[src/rtl/univ_reg_pkg.sv]
// Shared definitions for the universal register: operation codes and helpers.
// Benches and later blocks import these so mode names stay consistent.
package univ_reg_pkg;

  localparam int unsigned MODE_W = 3;

  localparam logic [MODE_W-1:0] MODE_HOLD = 3'b000;
  localparam logic [MODE_W-1:0] MODE_LOAD = 3'b001;
  localparam logic [MODE_W-1:0] MODE_SHL  = 3'b010;
  localparam logic [MODE_W-1:0] MODE_SHR  = 3'b011;
  localparam logic [MODE_W-1:0] MODE_ROL  = 3'b100;
  localparam logic [MODE_W-1:0] MODE_ROR  = 3'b101;
  localparam logic [MODE_W-1:0] MODE_INC  = 3'b110;
  localparam logic [MODE_W-1:0] MODE_DEC  = 3'b111;

  localparam int unsigned WIDTH_MIN = 1;
  localparam int unsigned WIDTH_MAX = 64;

  // True for operations that produce a new serial-out / carry bit.
  function automatic logic mode_updates_sout(input logic [MODE_W-1:0] m);
    return m != MODE_HOLD;
  endfunction

endpackage

[src/rtl/univ_reg_next.sv]
// Combinational datapath of the universal register: computes next state and
// the bit shifted/rotated out (or carry/borrow) for every operation.
module univ_reg_next
  import univ_reg_pkg::*;
#(
  parameter int unsigned WIDTH = 8
) (
  input  logic [MODE_W-1:0] mode,
  input  logic [WIDTH-1:0]  q,
  input  logic [WIDTH-1:0]  d,
  input  logic              sin,
  output logic [WIDTH-1:0]  q_next,
  output logic              sout_next
);

  logic [WIDTH-1:0] shl_val;
  logic [WIDTH-1:0] shr_val;
  logic [WIDTH-1:0] rol_val;
  logic [WIDTH-1:0] ror_val;
  logic [WIDTH-1:0] inc_val;
  logic [WIDTH-1:0] dec_val;
  logic             msb;
  logic             lsb;
  logic             carry;
  logic             borrow;

  assign msb = q[WIDTH-1];
  assign lsb = q[0];

  // A single-bit register degenerates: shifts take sin, rotates keep q.
  generate
    if (WIDTH == 1) begin : g_w1
      assign shl_val = sin;
      assign shr_val = sin;
      assign rol_val = q;
      assign ror_val = q;
    end else begin : g_wn
      assign shl_val = {q[WIDTH-2:0], sin};
      assign shr_val = {sin, q[WIDTH-1:1]};
      assign rol_val = {q[WIDTH-2:0], q[WIDTH-1]};
      assign ror_val = {q[0], q[WIDTH-1:1]};
    end
  endgenerate

  assign inc_val = q + WIDTH'(1);
  assign dec_val = q - WIDTH'(1);
  assign carry   = &q;
  assign borrow  = ~|q;

  always_comb begin
    q_next    = q;
    sout_next = 1'b0;
    case (mode)
      MODE_HOLD: begin
        q_next    = q;
        sout_next = 1'b0;
      end
      MODE_LOAD: begin
        q_next    = d;
        sout_next = 1'b0;
      end
      MODE_SHL: begin
        q_next    = shl_val;
        sout_next = msb;
      end
      MODE_SHR: begin
        q_next    = shr_val;
        sout_next = lsb;
      end
      MODE_ROL: begin
        q_next    = rol_val;
        sout_next = msb;
      end
      MODE_ROR: begin
        q_next    = ror_val;
        sout_next = lsb;
      end
      MODE_INC: begin
        q_next    = inc_val;
        sout_next = carry;
      end
      MODE_DEC: begin
        q_next    = dec_val;
        sout_next = borrow;
      end
      default: begin
        q_next    = q;
        sout_next = 1'b0;
      end
    endcase
  end

endmodule

[src/rtl/univ_reg.sv]
// Universal register: falling-edge WIDTH-bit state with hold/load/shift/rotate/
// inc/dec, plus registered complement, serial-out/carry and zero flag.
module univ_reg
  import univ_reg_pkg::*;
#(
  parameter int unsigned      WIDTH     = 8,
  parameter logic [WIDTH-1:0] RESET_VAL = '0
) (
  input  logic              clk,
  input  logic              rst,
  input  logic              en,
  input  logic [MODE_W-1:0] mode,
  input  logic [WIDTH-1:0]  d,
  input  logic              sin,
  output logic [WIDTH-1:0]  q,
  output logic [WIDTH-1:0]  nq,
  output logic              sout,
  output logic              zero
);

  logic [WIDTH-1:0] q_next;
  logic             sout_next;

  univ_reg_next #(
    .WIDTH (WIDTH)
  ) u_next (
    .mode      (mode),
    .q         (q),
    .d         (d),
    .sin       (sin),
    .q_next    (q_next),
    .sout_next (sout_next)
  );

  // nq and zero derive from q_next so they land on the same edge as q.
  always_ff @(negedge clk) begin
    if (rst) begin
      q    <= RESET_VAL;
      nq   <= ~RESET_VAL;
      sout <= 1'b0;
      zero <= (RESET_VAL == '0);
    end else if (en) begin
      q    <= q_next;
      nq   <= ~q_next;
      zero <= (q_next == '0);
      if (mode_updates_sout(mode)) begin
        sout <= sout_next;
      end
    end
  end

endmodule

[config.mk]
export PLATFORM = sky130hd
export DESIGN_NAME = univ_reg
export DESIGN_NICKNAME = d
export VERILOG_FILES = /design/src/rtl/univ_reg_pkg.sv /design/src/rtl/univ_reg_next.sv /design/src/rtl/univ_reg.sv
export SDC_FILE = /design/constraint.sdc
export NUM_CORES = 1
export LEC_CHECK = 0
export ABC_AREA = 1
export CELL_PAD_IN_SITES_DETAIL_PLACEMENT = 0
export CELL_PAD_IN_SITES_GLOBAL_PLACEMENT = 2
export CORE_MARGIN = 10
export CORE_UTILIZATION = 29
export CTS_BUF_LIST = sky130_fd_sc_hd__clkbuf_8
export CTS_CLUSTER_DIAMETER = 30
export DETAILED_ROUTE_END_ITERATION = 10
export PLACE_DENSITY = 0.9
export SYNTH_ARGS = -nofsm -noshare
export SYNTH_HDL_FRONTEND = slang
export SYNTH_SLANG_ARGS = --single-unit
[constraint.sdc]
create_clock -name clk -period 3.4 [get_ports clk]
set_input_delay 0.34 -clock clk [delete_from_list [all_inputs] [get_ports clk]]
set_output_delay 0.34 -clock clk [all_outputs]
set_load 0.01 [all_outputs]
==> qor.txt, run 1 <==
Initial Utilization = 29.7%
Critical path endpoint category = output port
Cell variety after synth = 31
Die Y = 91.8 um
Critical Path RT = 3060 ps
Clock skew = 9.43 ps
Net count reported at finish = 359
Ys Warns = 0
Buf/Inv on CP = 1
Cts hold-fix bufs = 0
Top delay family on crit path = buffers and inverters
Clock transition at path regs = 40 ps
Peak VDD IR = 0.000277 V
CTS Root Cell = clkbuf_8
PwrDens = 318 nW/um^2
Final setup viols = 0
Critical path peak fanout = 4
Vias per cell = 4.56
Initial antenna violation count = 0
GR Util All Layers = 12.0%
Class of the most critical hold timing path = reg -> reg
Worst slew margin = 81.0%
Detailed Routing Iterations Pass 1 = 4
R2R Path End = zero
Routability Congestion = 0.860
Crit path largest cell delay = 580 ps
DIE WIDTH = 91.8 um
R2R Setup Slk = 1510 ps
Clock Sinks = 18
Antenna Cells = 0
Vias = 1866
DIE AREA = 8430 sq um
Hold slack final = 458 ps
Sequential-to-total area share from yosys stat = 24.1%
Skew-Pair Late Insertion Delay = 320 ps
Final hold vios = 0
Setup TNS = 0 ps
Gr ovfl total = 0
Hold depth = 1
Share of cells above drive strength 1 = 24.5%
Fillcell total = 540
Critical Path AT = 3010 ps
RSZ-0062 raised after global routing = yes
R2R cell count = 17
CTS Buf Count = 3
Routed WL = 5170 um
Starting DRT DRC Count = 134
# rows = 26
Routed wire per std cell = 12.6 um
Hold wc startpoint = nq[3]
Syn-to-layout area delta = 58.9%
Slowest-stage cell, CP = clkdlybuf4s50_1
Register bit total from synthesis = 18
Leak Pwr = 1.21 nW
H-tree depth = 1
Post-Layout Cell Count = 409
Largest net degree at the start of global routing = 11
Worst slew pin tran = 283 ps
Setup crit start kind = register
Inst Count DP = 386
Post-synthesis instance area = 1500 sq um
First-pass GRT wire length = 8730 um
CTS tree = done
Post-Synthesis Cells = 252
IO Port Bufs = 32
Avg Inst Size Synth = 5.93 sq um
Crit path kind = reg -> out
DRC = 0
Worst path cell trace = clkdlybuf4s50_1
MaxCap Viol Count = 0
Post-synth net total = 270
Worst Hold Path EP = nq[3]
Final ANT Viol Nets = 0
Final Max Tran Viols = 0
Number of global-route vias before repair = 1911
Core ar. = 5040 sq um
DP HPWL = 4060 um
Status = complete, no violations
Top Ports = 33
Worst R2R Start = q[1]
CP startpoint = q[4]
Longest Clk Path Bufs = 2
-- power breakdown --
part / switching [mW] / internal, mW / total, mW
clock network: 0.122 / 0.107 / 0.229
registers: 0.0131 / 0.230 / 0.243
logic: 0.146 / 0.137 / 0.283
-- cell families after synthesis --
group | synth area share [%]
xor+xnor | 0.586
fa+ha+maj | 2.51
compound gates | 14.2
flops | 24.1
buf+inv | 11.4
simple gates | 47.2
-- area by class of cell --
type / count / area, sq um / area share (%)
multi-input combinational: 199 / 1050 / 44.3
clock inverter: 18 / 67.6 / 2.84
tap: 70 / 87.6 / 3.69
sequential: 18 / 363 / 15.3
inverter: 26 / 105 / 4.42
clock buffer: 3 / 41.3 / 1.74
timing repair buffer: 75 / 658 / 27.7
-- flip-flops by register name (all words and copies together) (netlist names) --
register	count
q	8
nq	8
sout	1
zero	1
-- metal layers --
layer  wire [um]  vias to the layer above  track usage, %
met4          38                        0            3.21
met5           0                        -               0
li1            -                      997               -
met1        2460                      832            15.1
met2        2440                       32            19.7
met3         228                        5            3.18
-- synthesized netlist by cell type, drive strengths merged --
master	number	area (sq um)
a21o	1	7.51
or2	1	6.26
xor2	1	8.76
nand2	89	357
nor3	2	10.0
nand3	30	150
a221oi	1	8.76
nand4	7	43.8
o211ai	1	7.51
o2111ai	2	17.5
clkinv	1	3.75
nand3b	1	7.51
o21a	3	22.5
clkbuf	3	11.3
buf	5	50.0
a21oi	15	78.8
o21ai	14	70.1
ha	3	37.5
nor2	28	131
inv	26	105
dfxtp	18	360
-- stage by stage --
| stage | setup slack [ps] | util [%] | area (sq um) | power, mW |
|---|---|---|---|---|
| floorplan | -66.2 | - | 1520 | 0.417 |
| global placement | -813 | 42.7 | 2150 | 0.544 |
| detailed placement | -793 | 42.7 | 2150 | 0.543 |
| CTS | 2.16 | 44.5 | 2250 | 0.746 |
| global route | -101 | 47.1 | 2380 | 0.818 |
| finish | 50.3 | 47.1 | 2380 | 0.755 |
-- worst max path at each step --
stage / end / slack [ps] / cells past startpoint
floorplan: zero / -70 / 18
detailed placement: zero / -790 / 18
CTS: zero / 2 / 18
finish: q[4] / 50 / 1
global route: zero / -100 / 18
global placement: zero / -810 / 18
-- worst register-to-register path, delay by kind of cell, from the launching register on --
kind	cells	cell delay, ps
simple gates	13	1000
flops	1	300
buf+inv	3	300
fa+ha+maj	1	260
-- placed cells by master, fill, tap and decap left out, types with 2 or more instances in the layout --
master | synthesis | layout
nand3_2 | 0 | 5
nor2_1 | 25 | 22
ha_4 | 0 | 2
o21ai_0 | 12 | 11
dfxtp_2 | 0 | 2
o21ai_1 | 2 | 2
inv_1 | 23 | 39
inv_2 | 2 | 3
nand2_1 | 82 | 78
nor2_2 | 1 | 3
buf_4 | 0 | 43
a21oi_1 | 14 | 13
clkdlybuf4s50_1 | 0 | 29
dfxtp_1 | 18 | 16
o21a_1 | 3 | 3
nor3_1 | 2 | 2
nand3_1 | 30 | 25
nor2_4 | 1 | 2
a21oi_2 | 1 | 2
nand2_2 | 6 | 10
clkbuf_8 | 0 | 3
o2111ai_1 | 2 | 2
buf_8 | 0 | 3
nand4_1 | 7 | 7
-- timing repair --
action / in CTS / in global routing
setup endpoints to repair: 20 / 12
pin swaps: 0 / 13
buffers inserted: 0 / 3
resized for setup: 15 / 29
No activity file was read; power rests on OpenSTA's default activity.
==> inputs of run 2 (changes only) <==
--- a/config.mk
+++ b/config.mk
@@ -12,8 +12,9 @@
 export CORE_UTILIZATION = 29
 export CTS_BUF_LIST = sky130_fd_sc_hd__clkbuf_8
 export CTS_CLUSTER_DIAMETER = 30
+export CTS_CLUSTER_SIZE = 14
 export DETAILED_ROUTE_END_ITERATION = 10
-export PLACE_DENSITY = 0.9
+export PLACE_DENSITY = 0.95
 export SYNTH_ARGS = -nofsm -noshare
 export SYNTH_HDL_FRONTEND = slang
 export SYNTH_SLANG_ARGS = --single-unit
==> qor.txt, run 2 (synthesis gave the netlist of run 1 again) <==
H-tree depth = 1 (unchanged)
Commonest cells after routing, fill and taps aside = nand2_1 (80), buf_4 (42), inv_1 (39)
RSZ-0062 raised after global routing = yes
Initial antenna violation count = 0 (unchanged)
Setup TNS = 0 ps (unchanged)
Critical Path AT = 3000 ps (about the same)
CTS Root Cell = clkbuf_8
DP Worst Slack = -754 ps (+38.9 ps)
PwrDens = 326 nW/um^2 (+2.4%)
Fillcell total = 527 (-2.4%)
Cts hold-fix bufs = 0 (unchanged)
Starting DRT DRC Count = 110 (-18%)
Critical path endpoint category = output port
Critical Path RT = 3060 ps (about the same)
Clock skew = 11.5 ps (+2.11 ps)
CTS Buf Count = 3 (unchanged)
Top delay family on crit path = buffers and inverters
Longest Clk Path Bufs = 2 (unchanged)
Antenna Cells = 0 (unchanged)
DRC = 0 (unchanged)
Share of cells above drive strength 1 = 20.6% (-3.8 points)
Die Y = 91.8 um (unchanged)
Detailed Routing Iterations Pass 1 = 4 (unchanged)
Hold slack final = 454 ps (-3.56 ps)
CTS tree = done
Routability Congestion = 0.808 (-6.0%)
Routed wire per std cell = 12.5 um (-1.2%)
Slowest-stage cell, CP = clkdlybuf4s50_1
Leak Pwr = 1.19 nW (-1.5%)
Worst path cell trace = clkdlybuf4s50_1
First-pass GRT wire length = 8900 um (+2.0%)
CP startpoint = q[4]
MaxCap Viol Count = 0 (unchanged)
Final Max Tran Viols = 0 (unchanged)
Area of the multi-input gates = 995 sq um (-5.6%)
Crit path kind = reg -> out
Buf/Inv on CP = 1 (unchanged)
Vias per cell = 4.61 (+0.96%)
Skew-Pair Late Insertion Delay = 330 ps (about the same)
Top Ports = 33 (unchanged)
Setup crit start kind = register
Setup ws final = 58.2 ps (+7.90 ps)
Hold wc startpoint = nq[3]
GR Util All Layers = 12.2% (+0.25 points)
Core ar. = 5040 sq um (unchanged)
GR peak layer = met2
Clock transition at path regs = 30 ps (about the same)
Top flop regs = nq (8), q (8)
Initial Utilization = 29.7% (unchanged)
DIE AREA = 8430 sq um (unchanged)
Largest net degree at the start of global routing = 11 (unchanged)
IO Port Bufs = 32 (unchanged)
Status = complete, no violations
Storage cell area = 362 sq um (-0.34%)
Peak VDD IR = 0.000405 V (+46%)
GR met3 Demand/Resource = 3.34% (+0.16 points)
Gr ovfl total = 0 (unchanged)
DIE WIDTH = 91.8 um (unchanged)
R2R Setup Slk = 1530 ps (+20 ps)
Routed WL = 5100 um (-1.2%)
DP HPWL = 4050 um (about the same)
Final setup viols = 0 (unchanged)
Final ANT Viol Nets = 0 (unchanged)
Number of global-route vias before repair = 1939 (+1.5%)
# rows = 26 (unchanged)
Syn-to-layout area delta = 54.0%
Worst slew pin tran = 267 ps (-15.8 ps)
Critical path peak fanout = 4 (unchanged)
Net count reported at finish = 358 (-0.28%)
Crit path largest cell delay = 580 ps (about the same)
Worst slew margin = 82.0% (+1.1 points)
Final hold vios = 0 (unchanged)
Vias = 1884 (+0.96%)
Class of the most critical hold timing path = reg -> reg
Worst R2R Start = q[1]
M1 GR Usage = 14.7% (-0.38 points)
Clock Sinks = 18 (unchanged)
Met2 GRT Util = 21.3% (+1.5 points)
Commonest non-fill, non-tap cell in the layout = nand2_1
run 2: cell count changes in the layout (fill, tap and decap cells not counted), moves of 2 or more:
cell,change
nand3_2,-5
nor2_2,-2
nand2_2,-2
nand3_1,+5
buf_6,+3
buf_8,-3
nor2_1,+3
nand2_1,+2
run 2: final cells by class:
type                            count  area share (%)
Clock inverter                     19            3.15
Tap cell                           70            3.80
Multi-Input combinational cell    199            43.2
Clock buffer                        3            1.79
Inverter                           26            4.57
Timing Repair Buffer               74            27.8
Sequential cell                    18            15.7
run 2: layer usage:
metal  part of all wire, %  vias up  wire [um]
met5                     0        -          0
met4                  0.16        0          8
met1                    47      841       2420
met3                   4.5        2        228
met2                    48       42       2450
li1                      -      999          -
run 2: through the flow:
step	total power [mW]	instances	util, %	area, sq um
2_1_floorplan	0.417	252	-	1520
4_1_cts	0.749	407	44.6	2250
3_5_place_dp	0.543	386	42.7	2150
5_1_grt	0.817	409	45.7	2300
3_3_place_gp	0.544	386	42.7	2150
6_report	0.749	409	45.7	2300
run 2: worst paths after layout:
| kind | endpoint | cells after the start |
|---|---|---|
| worst max-delay path | q[4] | 1 |
| worst min-delay path | nq[3] | 1 |
| worst max register to register | zero | 17 |
| worst min register to register | nq[3] | 1 |
run 2: power by group:
group / switching, mW / internal [mW] / total (mW)
logic: 0.143 / 0.131 / 0.274
clock network: 0.125 / 0.109 / 0.234
registers: 0.0117 / 0.230 / 0.242
total: 0.280 / 0.470 / 0.749
run 2: what timing repair did:
| item | 4_1_cts | 5_1_grt |
|---|---|---|
| gates cloned | 0 | 0 |
| resized for setup | 13 | 15 |
| hold endpoints to repair | 0 | 0 |
| setup endpoints to repair | 18 | 9 |
| pin swaps | 0 | 8 |
| buffers inserted | 0 | 2 |
